===== src/rtl/sdram_bridge_pkg.sv =====
// Shared types for the CPU-to-SDRAM bridge: engine states and the posted-write entry.
package sdram_bridge_pkg;

  localparam int SDR_ADDR_W = 26;

  typedef enum logic [1:0] {
    IDLE  = 2'd0,
    ISSUE = 2'd1,
    GAP   = 2'd2
  } eng_state_t;

  // Address is stored already mapped into controller word space
  typedef struct packed {
    logic [SDR_ADDR_W-1:0] addr;
    logic [15:0]           data;
    logic [1:0]            be;
  } wr_entry_t;

endpackage


===== src/rtl/sdram_wr_fifo.sv =====
// Posted-write FIFO; count is registered so a full FIFO cannot accept in the pop cycle.
module sdram_wr_fifo
  import sdram_bridge_pkg::*;
#(
  parameter  int DEPTH = 4,
  localparam int AW    = $clog2(DEPTH),
  localparam int CW    = AW + 1
) (
  input  logic          clk,
  input  logic          reset_n,
  input  logic          push,
  input  wr_entry_t     wr_entry,
  input  logic          pop,
  output wr_entry_t     head,
  output logic [CW-1:0] count,
  output logic          full,
  output logic          empty
);

  wr_entry_t       mem [DEPTH];
  logic [AW-1:0]   wr_ptr;
  logic [AW-1:0]   rd_ptr;
  logic            do_push;
  logic            do_pop;

  assign full    = (count == CW'(DEPTH));
  assign empty   = (count == '0);
  assign do_push = push && !full;
  assign do_pop  = pop && !empty;
  assign head    = mem[rd_ptr];

  always_ff @(posedge clk) begin
    if (do_push) mem[wr_ptr] <= wr_entry;
  end

  // Pointers wrap naturally because DEPTH is a power of two
  always_ff @(posedge clk) begin
    if (!reset_n) begin
      wr_ptr <= '0;
      rd_ptr <= '0;
      count  <= '0;
    end else begin
      if (do_push) wr_ptr <= wr_ptr + AW'(1);
      if (do_pop)  rd_ptr <= rd_ptr + AW'(1);
      count <= count + CW'(do_push) - CW'(do_pop);
    end
  end

endmodule


===== src/rtl/sdram_cpu_bridge.sv =====
// CPU front end for one SDRAM controller channel: posted writes, one-word read
// buffer, and a req/ready engine that leaves a low cycle between accesses.
module sdram_cpu_bridge
  import sdram_bridge_pkg::*;
#(
  parameter int                    ADDR_W     = 24,
  parameter logic [SDR_ADDR_W-1:0] BASE_WORD  = 26'h0,
  parameter int                    FIFO_DEPTH = 4
) (
  input  logic              clk,
  input  logic              reset_n,
  input  logic              cpu_valid,
  input  logic              cpu_we,
  input  logic [ADDR_W-1:0] cpu_addr,
  input  logic [15:0]       cpu_wdata,
  input  logic [1:0]        cpu_be,
  output logic              cpu_ready,
  output logic              cpu_rvalid,
  output logic [15:0]       cpu_rdata,
  input  logic              flush,
  output logic [25:0]       sdr_addr,
  output logic [15:0]       sdr_din,
  output logic [1:0]        sdr_be,
  output logic              sdr_rnw,
  output logic              sdr_req,
  input  logic              sdr_ready,
  input  logic [15:0]       sdr_dout
);

  localparam int CW = $clog2(FIFO_DEPTH) + 1;

  eng_state_t        state;
  wr_entry_t         fifo_in;
  wr_entry_t         fifo_head;
  logic [CW-1:0]     fifo_count;
  logic              fifo_full;
  logic              fifo_empty;
  logic              fifo_pop;
  logic              accept_wr;
  logic              accept_rd;
  logic              buf_hit;
  logic              rd_pending;
  logic              rd_busy;
  logic [ADDR_W-1:0] rd_tag;
  logic              buf_valid;
  logic [ADDR_W-1:0] buf_tag;
  logic [15:0]       buf_data;

  // Acceptance depends only on registered state; gated by reset so nothing is taken during it
  assign cpu_ready = reset_n && cpu_valid &&
                     (cpu_we ? ((fifo_count < CW'(FIFO_DEPTH)) && !rd_busy)
                             : (fifo_empty && (state == IDLE) && !rd_busy));
  assign accept_wr = cpu_ready && cpu_we;
  assign accept_rd = cpu_ready && !cpu_we;
  assign buf_hit   = buf_valid && (buf_tag == cpu_addr);
  assign fifo_in   = '{addr: BASE_WORD + SDR_ADDR_W'(cpu_addr), data: cpu_wdata, be: cpu_be};
  assign fifo_pop  = (state == ISSUE) && sdr_ready && !sdr_rnw;

  sdram_wr_fifo #(.DEPTH(FIFO_DEPTH)) u_wr_fifo (
    .clk      (clk),
    .reset_n  (reset_n),
    .push     (accept_wr),
    .wr_entry (fifo_in),
    .pop      (fifo_pop),
    .head     (fifo_head),
    .count    (fifo_count),
    .full     (fifo_full),
    .empty    (fifo_empty)
  );

  always_ff @(posedge clk) begin
    if (!reset_n) begin
      state      <= IDLE;
      cpu_rvalid <= 1'b0;
      cpu_rdata  <= '0;
      sdr_addr   <= '0;
      sdr_din    <= '0;
      sdr_be     <= '0;
      sdr_rnw    <= 1'b0;
      sdr_req    <= 1'b0;
      rd_pending <= 1'b0;
      rd_busy    <= 1'b0;
      rd_tag     <= '0;
      buf_valid  <= 1'b0;
      buf_tag    <= '0;
      buf_data   <= '0;
    end else begin
      cpu_rvalid <= 1'b0;

      if (accept_wr && buf_hit) buf_valid <= 1'b0;

      if (accept_rd) begin
        if (buf_hit) begin
          cpu_rvalid <= 1'b1;
          cpu_rdata  <= buf_data;
        end else begin
          rd_pending <= 1'b1;
          rd_busy    <= 1'b1;
          rd_tag     <= cpu_addr;
        end
      end

      // A pending read miss can only coexist with an empty FIFO, so checking it first is safe
      case (state)
        IDLE: begin
          if (rd_pending) begin
            sdr_addr   <= BASE_WORD + SDR_ADDR_W'(rd_tag);
            sdr_din    <= '0;
            sdr_be     <= 2'b11;
            sdr_rnw    <= 1'b1;
            sdr_req    <= 1'b1;
            rd_pending <= 1'b0;
            state      <= ISSUE;
          end else if (!fifo_empty) begin
            sdr_addr <= fifo_head.addr;
            sdr_din  <= fifo_head.data;
            sdr_be   <= fifo_head.be;
            sdr_rnw  <= 1'b0;
            sdr_req  <= 1'b1;
            state    <= ISSUE;
          end
        end
        ISSUE: begin
          if (sdr_ready) begin
            sdr_req <= 1'b0;
            if (sdr_rnw) begin
              cpu_rdata  <= sdr_dout;
              cpu_rvalid <= 1'b1;
              buf_valid  <= 1'b1;
              buf_tag    <= rd_tag;
              buf_data   <= sdr_dout;
              rd_busy    <= 1'b0;
            end
            state <= GAP;
          end
        end
        GAP:     state <= IDLE;
        default: state <= IDLE;
      endcase

      // Flush is last so it overrides a fill landing in the same cycle
      if (flush) buf_valid <= 1'b0;
    end
  end

endmodule


===== config.mk =====
export PLATFORM = sky130hd
export DESIGN_NAME = sdram_cpu_bridge
export DESIGN_NICKNAME = d
export VERILOG_FILES = /design/src/rtl/sdram_bridge_pkg.sv /design/src/rtl/sdram_wr_fifo.sv /design/src/rtl/sdram_cpu_bridge.sv
export SDC_FILE = /design/constraint.sdc
export NUM_CORES = 1
export LEC_CHECK = 0
export CAP_MARGIN = 20
export CELL_PAD_IN_SITES_DETAIL_PLACEMENT = 1
export CELL_PAD_IN_SITES_GLOBAL_PLACEMENT = 1
export CORE_MARGIN = 5
export CORE_UTILIZATION = 50
export CTS_BUF_LIST = sky130_fd_sc_hd__clkbuf_8 sky130_fd_sc_hd__clkbuf_16
export CTS_CLUSTER_SIZE = 30
export DETAILED_ROUTE_END_ITERATION = 7
export PLACE_DENSITY_LB_ADDON = 0.1
export RECOVER_POWER = 50
export SKIP_CTS_REPAIR_TIMING = 1
export SLEW_MARGIN = 0
export SYNTH_ARGS = -nofsm -noshare
export SYNTH_HDL_FRONTEND = slang
export SYNTH_SLANG_ARGS = --single-unit

===== constraint.sdc =====
create_clock -name clk -period 7.6 [get_ports clk]
set_input_delay 1.52 -clock clk [delete_from_list [all_inputs] [get_ports clk]]
set_output_delay 1.52 -clock clk [all_outputs]
set_load 0.01 [all_outputs]

==> results of run 1 <==
-- cell usage after synthesis, types with 2 or more instances --
cell type  instances  share of area
edfxtp_1         168           0.42
nand2_1          159          0.050
dfxtp_1          139           0.23
clkbuf_1          50          0.016
mux4_2            42          0.079
a21boi_0          41          0.026
inv_1             34          0.011
nand3_1           26          0.011
mux2i_1           25          0.021
o211a_1           25          0.021
nor2b_1           20          0.010
nand4_1           19         0.0099
o21ai_0           18         0.0075
a22oi_1           17          0.011
a31oi_1           17         0.0088
xnor2_1           17          0.012
o31ai_1           16          0.010
and2_1            12         0.0062
xor2_1            12         0.0087
buf_2              8         0.0033
ha_1               6         0.0062
nor2_1             5         0.0016
a21oi_1            4         0.0017
buf_12             2         0.0033
buf_4              2         0.0012
nor3_1             2        0.00083
nor3b_1            2         0.0012
nor4_1             2         0.0010
o21a_1             2         0.0012
o22ai_1            2         0.0010
or3_1              2         0.0010
-- power breakdown --
part | total, mW | internal [mW] | leakage [nW] | switching (mW)
logic | 0.479 | 0.220 | 2.15 | 0.259
registers | 1.88 | 1.84 | 2.65 | 0.0486
clock network | 1.48 | 0.879 | 0.529 | 0.604
-- sequential cells by signal, summed over array words and instances, names as in the netlist, named ones only --
register          count
buf_data             16
buf_tag              24
buf_valid             1
cpu_rdata            16
cpu_rvalid            1
rd_busy               1
rd_pending            1
rd_tag               24
sdr_addr             24
sdr_be                2
sdr_din              16
sdr_req               1
sdr_rnw               1
state                 2
u_wr_fifo.count       3
u_wr_fifo.mem       168
u_wr_fifo.rd_ptr      2
u_wr_fifo.wr_ptr      2
-- area by class of cell --
type,count,area [µm²],area share
flip-flops and latches,307,7830,0.538
clock buffers,32,790,0.0543
multi-input cells,505,3820,0.263
repair buffers,141,1360,0.0936
clock inverters,25,208,0.0143
inverters,35,131,0.00903
well taps,319,399,0.0274
-- worst max path at each step --
stage,startpoint,end,slack (ns),cells after the start
finish,reset_n,cpu_ready,2.14,4
global route,reset_n,cpu_ready,1.89,4
CTS,cpu_valid,cpu_ready,3.23,4
detailed placement,cpu_addr[10],rd_tag[12]$_SDFFE_PN0P_,3.08,7
global placement,cpu_addr[10],rd_tag[11]$_SDFFE_PN0P_,3.17,7
floorplan,sdr_ready,u_wr_fifo.count[2]$_SDFF_PN0_,4.13,10
-- worst max-delay path: stages --
cell,delay (ns)
clkbuf_1,1.19
nand3_1,0.38
a21oi_1,0.27
clkdlybuf4s50_1,0.57
-- kinds of logic (layout without fill, tap and decap cells) --
family | after synthesis | in the layout | synth area share
compound gates | 145 | 145 | 0.0889
xor+xnor | 29 | 29 | 0.0211
fa+ha+maj | 7 | 7 | 0.00789
buf+inv | 99 | 233 | 0.0356
flops | 307 | 307 | 0.650
mux | 67 | 67 | 0.0993
other cells | 1 | 2 | 0.000311
simple gates | 255 | 255 | 0.0971
-- routing by layer --
layer,part of all wire,vias to the layer above
li1,-,3519
met1,0.44,3991
met2,0.50,173
met3,0.041,43
met4,0.017,2
met5,0.00043,-
-- metrics by stage --
stage	instance area, µm²	hold slack [ns]	worst slack [ns]	util
4_1_cts	14600	0.468	3.23	0.616
3_3_place_gp	13600	0.453	3.17	0.574
6_report	14500	0.470	2.14	0.616
2_1_floorplan	12100	0.422	4.13	-
5_1_grt	14500	0.491	1.89	0.616
3_5_place_dp	13600	0.460	3.08	0.574
==> impl_metrics.json, run 1 <==
{
  "dieArea_um2": 27300,
  "synth.ff_latch_count": 307,
  "power.total_mw": 3.85,
  "hold_end": "buf_data[7]$_SDFFE_PN0P_",
  "diodes": 0,
  "n_fill_cell": 2326,
  "tightest_slew_ns": 3.21,
  "hold_violations": 0,
  "final_common_cell": "edfxtp_1",
  "num_vias": 7728,
  "numCtsBuffers": 31,
  "drc": 0,
  "yosysWarnings": 0,
  "hp-start": "buf_data[7]$_SDFFE_PN0P_",
  "syn_to_final_growth_pct": 20.7,
  "cts_tree": "built",
  "grt_pass1_vias": 8218,
  "clk_path_buf_depth": 3,
  "vias_per_cell": 5.67,
  "avgSynthCellArea_um2": 13.2,
  "die_w_um": 165,
  "core.rowCount": 56,
  "hpwl_um": 17800,
  "max_cap_viol_count": 2,
  "drt-pass1-iter-count": 5,
  "grt_pass1_wl_um": 47100,
  "synth_edf_count": 168,
  "root_buffer": "clkbuf_16",
  "ant_nets": 0,
  "fmax_ghz": 0.183,
  "grt_max_degree": 97,
  "fp.dieH_um": 165,
  "rsz0062_at_grt": "false",
  "endpoint_kind": "output port",
  "ff2ff_path_depth": 5,
  "routabilityCongestion": 0.726,
  "hold_class": "reg -> reg",
  "final_cells": 1364,
  "grt.met1_usage": 0.305,
  "grtUsageMet2": 0.387,
  "async_flop_share": 0,
  "drtIter0Drc": 457,
  "synthCells": 910,
  "cp.required_ns": 6.08,
  "start_kind": "primary input",
  "antenna_found_initial": 2,
  "outcome": "finished with violations",
  "critical_path.max_fanout": 44,
  "post-place-cells": 1307,
  "grt.total_usage": 0.225,
  "timing.rr.start": "state[1]$_SDFFE_PN0P_",
  "leakage_nw": 5.32,
  "clock_latency_ns": 0.55,
  "htreeDepth": 1,
  "crit_type": "in -> out",
  "ir_drop_mv": 0.174,
  "synth_flop_cell": "edfxtp_1",
  "start_util": 0.510,
  "grt.met3_usage": 0.0335,
  "slew_headroom": -1.14,
  "synth_cell_types": 45,
  "port_buffers": 125,
  "io_pins": 128,
  "skew_ns": 0.0161,
  "period_minus_slack_ns": 5.46,
  "seq_area_frac_synth": 0.650,
  "wl_per_cell_um": 22.3,
  "overflow": 0,
  "numClockSinks": 307,
  "power_density_nw_per_um2": 264,
  "syn_area_um2": 12000,
  "fin_nets": 1092,
  "violations": "max-capacitance violations, max-slew violations",
  "fin_setup_tns_ns": 0,
  "slew_violations": 120,
  "top_usage_layer": "met2",
  "holdPathStages": 2,
  "arrival_ns": 3.94,
  "ff2ff_setup_slack_ns": 3.94,
  "fin_crit_sh": 0.718,
  "setup_violations": 0,
  "drive_gt1_frac": 0.108,
  "r2r-end": "cpu_rdata[6]$_SDFF_PN0_",
  "mostFrequentLayoutCells": "edfxtp_1, nand2_1, dfxtp_1",
  "path_clk_slew_ns": 0.06,
  "routed_wl_um": 30400,
  "core_area_um2": 23600
}
Power figures use the tool's default switching activity.
==> run 2, diff against run 1 <==
CORE_UTILIZATION = 46   (was 50)
clock period = 5.7 ns   (was 7.6 ns; I/O delays follow)
==> impl_metrics.json, run 2 (synthesized netlist as in run 1, its figures left out) <==
{
  "pre_cts_ws_ns": 1.53,
  "critical_path.max_fanout": 25,
  "arrival_ns": 4.55,
  "slowest_stage": "clkbuf_1",
  "period_minus_slack_ns": 4.15,
  "start_kind": "register",
  "slew_violations": 196,
  "skew_ns": 0.0188,
  "final_common_cell": "edfxtp_1",
  "drive_gt1_frac": 0.117,
  "wl_per_cell_um": 21.7,
  "htreeDepth": 2,
  "ff2ff_path_depth": 5,
  "ant_nets": 0,
  "mostFrequentLayoutCells": "edfxtp_1, nand2_1, dfxtp_1",
  "overflow": 0,
  "final_cells": 1387,
  "numClockSinks": 307,
  "routabilityCongestion": 0.719,
  "cp.required_ns": 6.09,
  "whs_ns": 0.470,
  "numCtsBuffers": 34,
  "rsz0062_at_grt": "false",
  "die_w_um": 172,
  "fmax_ghz": 0.241,
  "fin_nets": 1095,
  "clock_latency_ns": 0.51,
  "root_buffer": "clkbuf_16",
  "cts_tree": "built",
  "place_area_um2": 13600,
  "power_density_nw_per_um2": 360,
  "outcome": "finished with violations",
  "tightest_slew_ns": 2.54,
  "path_cells": "clkbuf_1 > mux4_2 > nand2_1 > nand3_1 > o211a_1",
  "antenna_found_initial": 6,
  "endpoint": "sdr_addr[18]$_SDFFE_PN0P_",
  "power.total_mw": 5.29,
  "ff2ff_setup_slack_ns": 1.55,
  "ir_drop_mv": 0.292,
  "fin_crit_sh": 0.729,
  "syn_to_final_growth_pct": 21.8,
  "core.rowCount": 59,
  "num_vias": 7690,
  "endpoint_kind": "register",
  "slowest_delay_ns": 1.67,
  "hold_violations": 0,
  "violations": "max-capacitance violations, max-slew violations",
  "slew_headroom": -0.693,
  "final_cell_area_um2": 14700,
  "grt_pass1_wl_um": 46700,
  "path_clk_slew_ns": 0.06,
  "grt_pass1_vias": 8155,
  "core_area_um2": 25900,
  "fin_setup_tns_ns": 0,
  "routed_wl_um": 30100,
  "leakage_nw": 5.45,
  "port_buffers": 125,
  "final_core_util": 0.566,
  "post-place-cells": 1323,
  "drt-pass1-iter-count": 5,
  "grt_max_degree": 95,
  "hold_class": "reg -> reg",
  "r2r-end": "sdr_addr[18]$_SDFFE_PN0P_",
  "io_pins": 128,
  "setup_slack_ns": 1.55,
  "dieArea_um2": 29500,
  "fp.dieH_um": 172,
  "clk_path_buf_depth": 3,
  "vias_per_cell": 5.54,
  "regMostFlops": "u_wr_fifo.mem",
  "grt.total_usage": 0.204,
  "start_util": 0.465,
  "crit_type": "reg -> reg",
  "largest_reg_flops": 168,
  "setup_violations": 0,
  "max_cap_viol_count": 3,
  "hpwl_um": 18000,
  "drtIter0Drc": 498,
  "drc": 0
}
-- run 2: power breakdown --
group | switching [mW] | total, mW | leakage (nW) | internal [mW]
combinational | 0.339 | 0.618 | 2.24 | 0.279
sequential | 0.0654 | 2.51 | 2.65 | 2.45
clock | 0.866 | 2.16 | 0.573 | 1.29
-- run 2: worst max-delay path, delay by kind of cell (launching register included) --
family,cells,cell delay (ns)
buffers and inverters,1,1.67
muxes,1,0.68
DFF,1,1.26
and+or+nand+nor,2,0.23
AOI/OAI and AO/OA,1,0.21
-- run 2: cell type report --
type                    count  area, µm²
fillers                  2517      11200
flip-flops and latches    307       7830
multi-input cells         505       3820
repair buffers            141       1360
clock buffers              38        917
well taps                 335        419
clock inverters            22        184
inverters                  35        131
diodes                      4       10.0
-- run 2: layer usage --
metal	vias to the layer above	part of all wire	wire length (µm)	GRT usage
li1	3538	-	-	-
met1	3969	0.44	13300	0.278
met2	136	0.50	15100	0.347
met3	43	0.041	1240	0.0379
met4	4	0.017	497	0.0431
met5	-	0.00070	21	0
-- run 2: how the worst min path moves through the flow --
stage | cells past startpoint | end | slack [ns] | startpoint
2_1_floorplan | 2 | rd_busy$_SDFF_PN0_ | 0.42 | rd_busy$_SDFF_PN0_
3_3_place_gp | 2 | buf_data[6]$_SDFFE_PN0P_ | 0.45 | buf_data[6]$_SDFFE_PN0P_
3_5_place_dp | 2 | buf_data[11]$_SDFFE_PN0P_ | 0.47 | buf_data[11]$_SDFFE_PN0P_
4_1_cts | 2 | buf_data[6]$_SDFFE_PN0P_ | 0.47 | buf_data[6]$_SDFFE_PN0P_
5_1_grt | 2 | buf_tag[2]$_SDFFE_PN0P_ | 0.50 | buf_tag[2]$_SDFFE_PN0P_
6_report | 2 | buf_data[6]$_SDFFE_PN0P_ | 0.47 | buf_data[6]$_SDFFE_PN0P_
==> run 3, diff against run 2 <==
CORE_UTILIZATION = 42   (was 46)
clock period = 3.72 ns   (was 5.7 ns; I/O delays follow)
==> impl_metrics.json, run 3 (synthesized netlist as in run 1, its figures left out) <==
{
  "outcome": "finished with violations",
  "violations": "max-capacitance violations, max-slew violations",
  "place_area_um2": 13800,
  "ant_nets": 0,
  "htreeDepth": 2,
  "hold_violations": 0,
  "timing.rr.start": "state[1]$_SDFFE_PN0P_",
  "wl_per_cell_um": 20.7,
  "multi_input_area_um2": 3810,
  "leakage_nw": 5.43,
  "seqPwrFrac": 0.487,
  "overflow": 0,
  "final_common_cell": "edfxtp_1",
  "grt.total_usage": 0.189,
  "ff2ff_path_depth": 5,
  "fin_crit_sh": 0.848,
  "cts_tree": "built",
  "drt-pass1-iter-count": 4,
  "path_delay_family": "compound AO/OA/AOI/OAI gates",
  "skew_ns": 0.0286,
  "fmax_ghz": 0.317,
  "grt_max_degree": 98,
  "antenna_found_initial": 3,
  "max_cap_viol_count": 4,
  "power.total_mw": 7.92,
  "setup_violations": 0,
  "hold_end": "rd_busy$_SDFF_PN0_",
  "post-place-cells": 1380,
  "fp.dieH_um": 179,
  "cp_num_buf_inv": 1,
  "clock_latency_ns": 0.52,
  "cp.depth": 5,
  "slew_violations": 218,
  "ff2ff_setup_slack_ns": 0.57,
  "drc": 0,
  "critical_path.max_fanout": 37,
  "syn_to_final_growth_pct": 22.7,
  "tightest_slew_ns": 2.10,
  "power_frac_comb": 0.123,
  "grt_pass1_wl_um": 46400,
  "final_cell_area_um2": 14800,
  "routabilityCongestion": 0.689,
  "num_vias": 7586,
  "mostFrequentLayoutCells": "edfxtp_1, nand2_1, dfxtp_1",
  "fin_setup_tns_ns": 0,
  "p_sw_frac": 0.242,
  "slowest_delay_ns": 1.64,
  "drive_gt1_frac": 0.112,
  "regMostFlops": "u_wr_fifo.mem",
  "n_fill_cell": 2926,
  "endpoint_kind": "register",
  "numCtsBuffers": 35,
  "routed_wl_um": 29900,
  "core_area_um2": 28500,
  "path_clk_slew_ns": 0.06,
  "numClockSinks": 307,
  "whs_ns": 0.451,
  "final_cells": 1445,
  "slowest_stage": "a21boi_0",
  "ir_drop_mv": 0.437,
  "p_sw_mw": 1.91,
  "power_density_nw_per_um2": 536,
  "hp-start": "rd_busy$_SDFF_PN0_",
  "arrival_ns": 3.54,
  "slew_headroom": -0.411,
  "io_pins": 128,
  "start_kind": "register",
  "hold_class": "reg -> reg",
  "start_util": 0.422,
  "clk_path_buf_depth": 3,
  "dieArea_um2": 32200,
  "path_cells": "nor2_1 > a21boi_0 > buf_12 > nand3_1 > o211a_1",
  "rsz0062_at_grt": "false",
  "root_buffer": "clkbuf_16",
  "hpwl_um": 17700,
  "period_minus_slack_ns": 3.15,
  "drtIter0Drc": 449,
  "core.rowCount": 62,
  "die_w_um": 179,
  "r2r-end": "sdr_addr[5]$_SDFFE_PN0P_",
  "cp.required_ns": 4.11,
  "p_clk_frac": 0.391,
  "grt_pass1_vias": 8002,
  "p_int_mw": 6.00,
  "vias_per_cell": 5.25,
  "fin_nets": 1104,
  "seq_area_um2": 7830,
  "largest_reg_flops": 168,
  "holdPathStages": 2,
  "port_buffers": 125,
  "crit_type": "reg -> reg"
}
==> run 3: area by class of cell <==
class / count / area share
Antenna cell: 3 / 0.000508
Clock buffer: 36 / 0.0602
Sequential cell: 307 / 0.530
Clock inverter: 26 / 0.00906
Inverter: 35 / 0.00889
Multi-Input combinational cell: 505 / 0.258
Timing Repair Buffer: 149 / 0.101
Tap cell: 384 / 0.0325
==> run 3: metal layers <==
layer	track usage	vias up	wire, µm
met1	0.254	3857	13400
met4	0.0422	2	524
met2	0.320	140	14800
met3	0.0390	38	1210
met5	0	-	13
li1	-	3549	-
==> run 3: worst max-delay path by stage <==
stage | start | to | slack (ns)
after floorplan | sdr_ready | u_wr_fifo.count[2]$_SDFF_PN0_ | 1.02
after global placement | sdr_ready | u_wr_fifo.count[2]$_SDFF_PN0_ | 0.35
after detailed placement | sdr_ready | u_wr_fifo.count[2]$_SDFF_PN0_ | 0.28
after CTS | state[1]$_SDFFE_PN0P_ | cpu_ready | 0.75
after global routing | state[1]$_SDFFE_PN0P_ | sdr_addr[2]$_SDFFE_PN0P_ | 0.36
final | state[1]$_SDFFE_PN0P_ | sdr_addr[5]$_SDFFE_PN0P_ | 0.57
==> run 3: worst min-delay path: stages (launching register included) <==
cell	delay, ns
dfxtp_1	0.31
inv_1	0.05
a21oi_1	0.05
==> run 3: power by group through the flow <==
stage / Sequential, mW / Clock [mW] / Combinational (mW)
after floorplan: 3.95 / 0 / 0.435
after global placement: 3.92 / 0 / 0.993
after detailed placement: 3.93 / 0 / 1.01
after CTS: 3.86 / 3.19 / 1.01
after global routing: 3.87 / 3.35 / 1.06
final: 3.85 / 3.09 / 0.972
==> run 3: through the flow <==
| step | setup slack, ns | util |
|---|---|---|
| final | 0.567 | 0.518 |
| after global routing | 0.357 | 0.518 |
| after CTS | 0.752 | 0.518 |
| after detailed placement | 0.282 | 0.482 |
| after global placement | 0.349 | 0.482 |
| after floorplan | 1.02 | - |
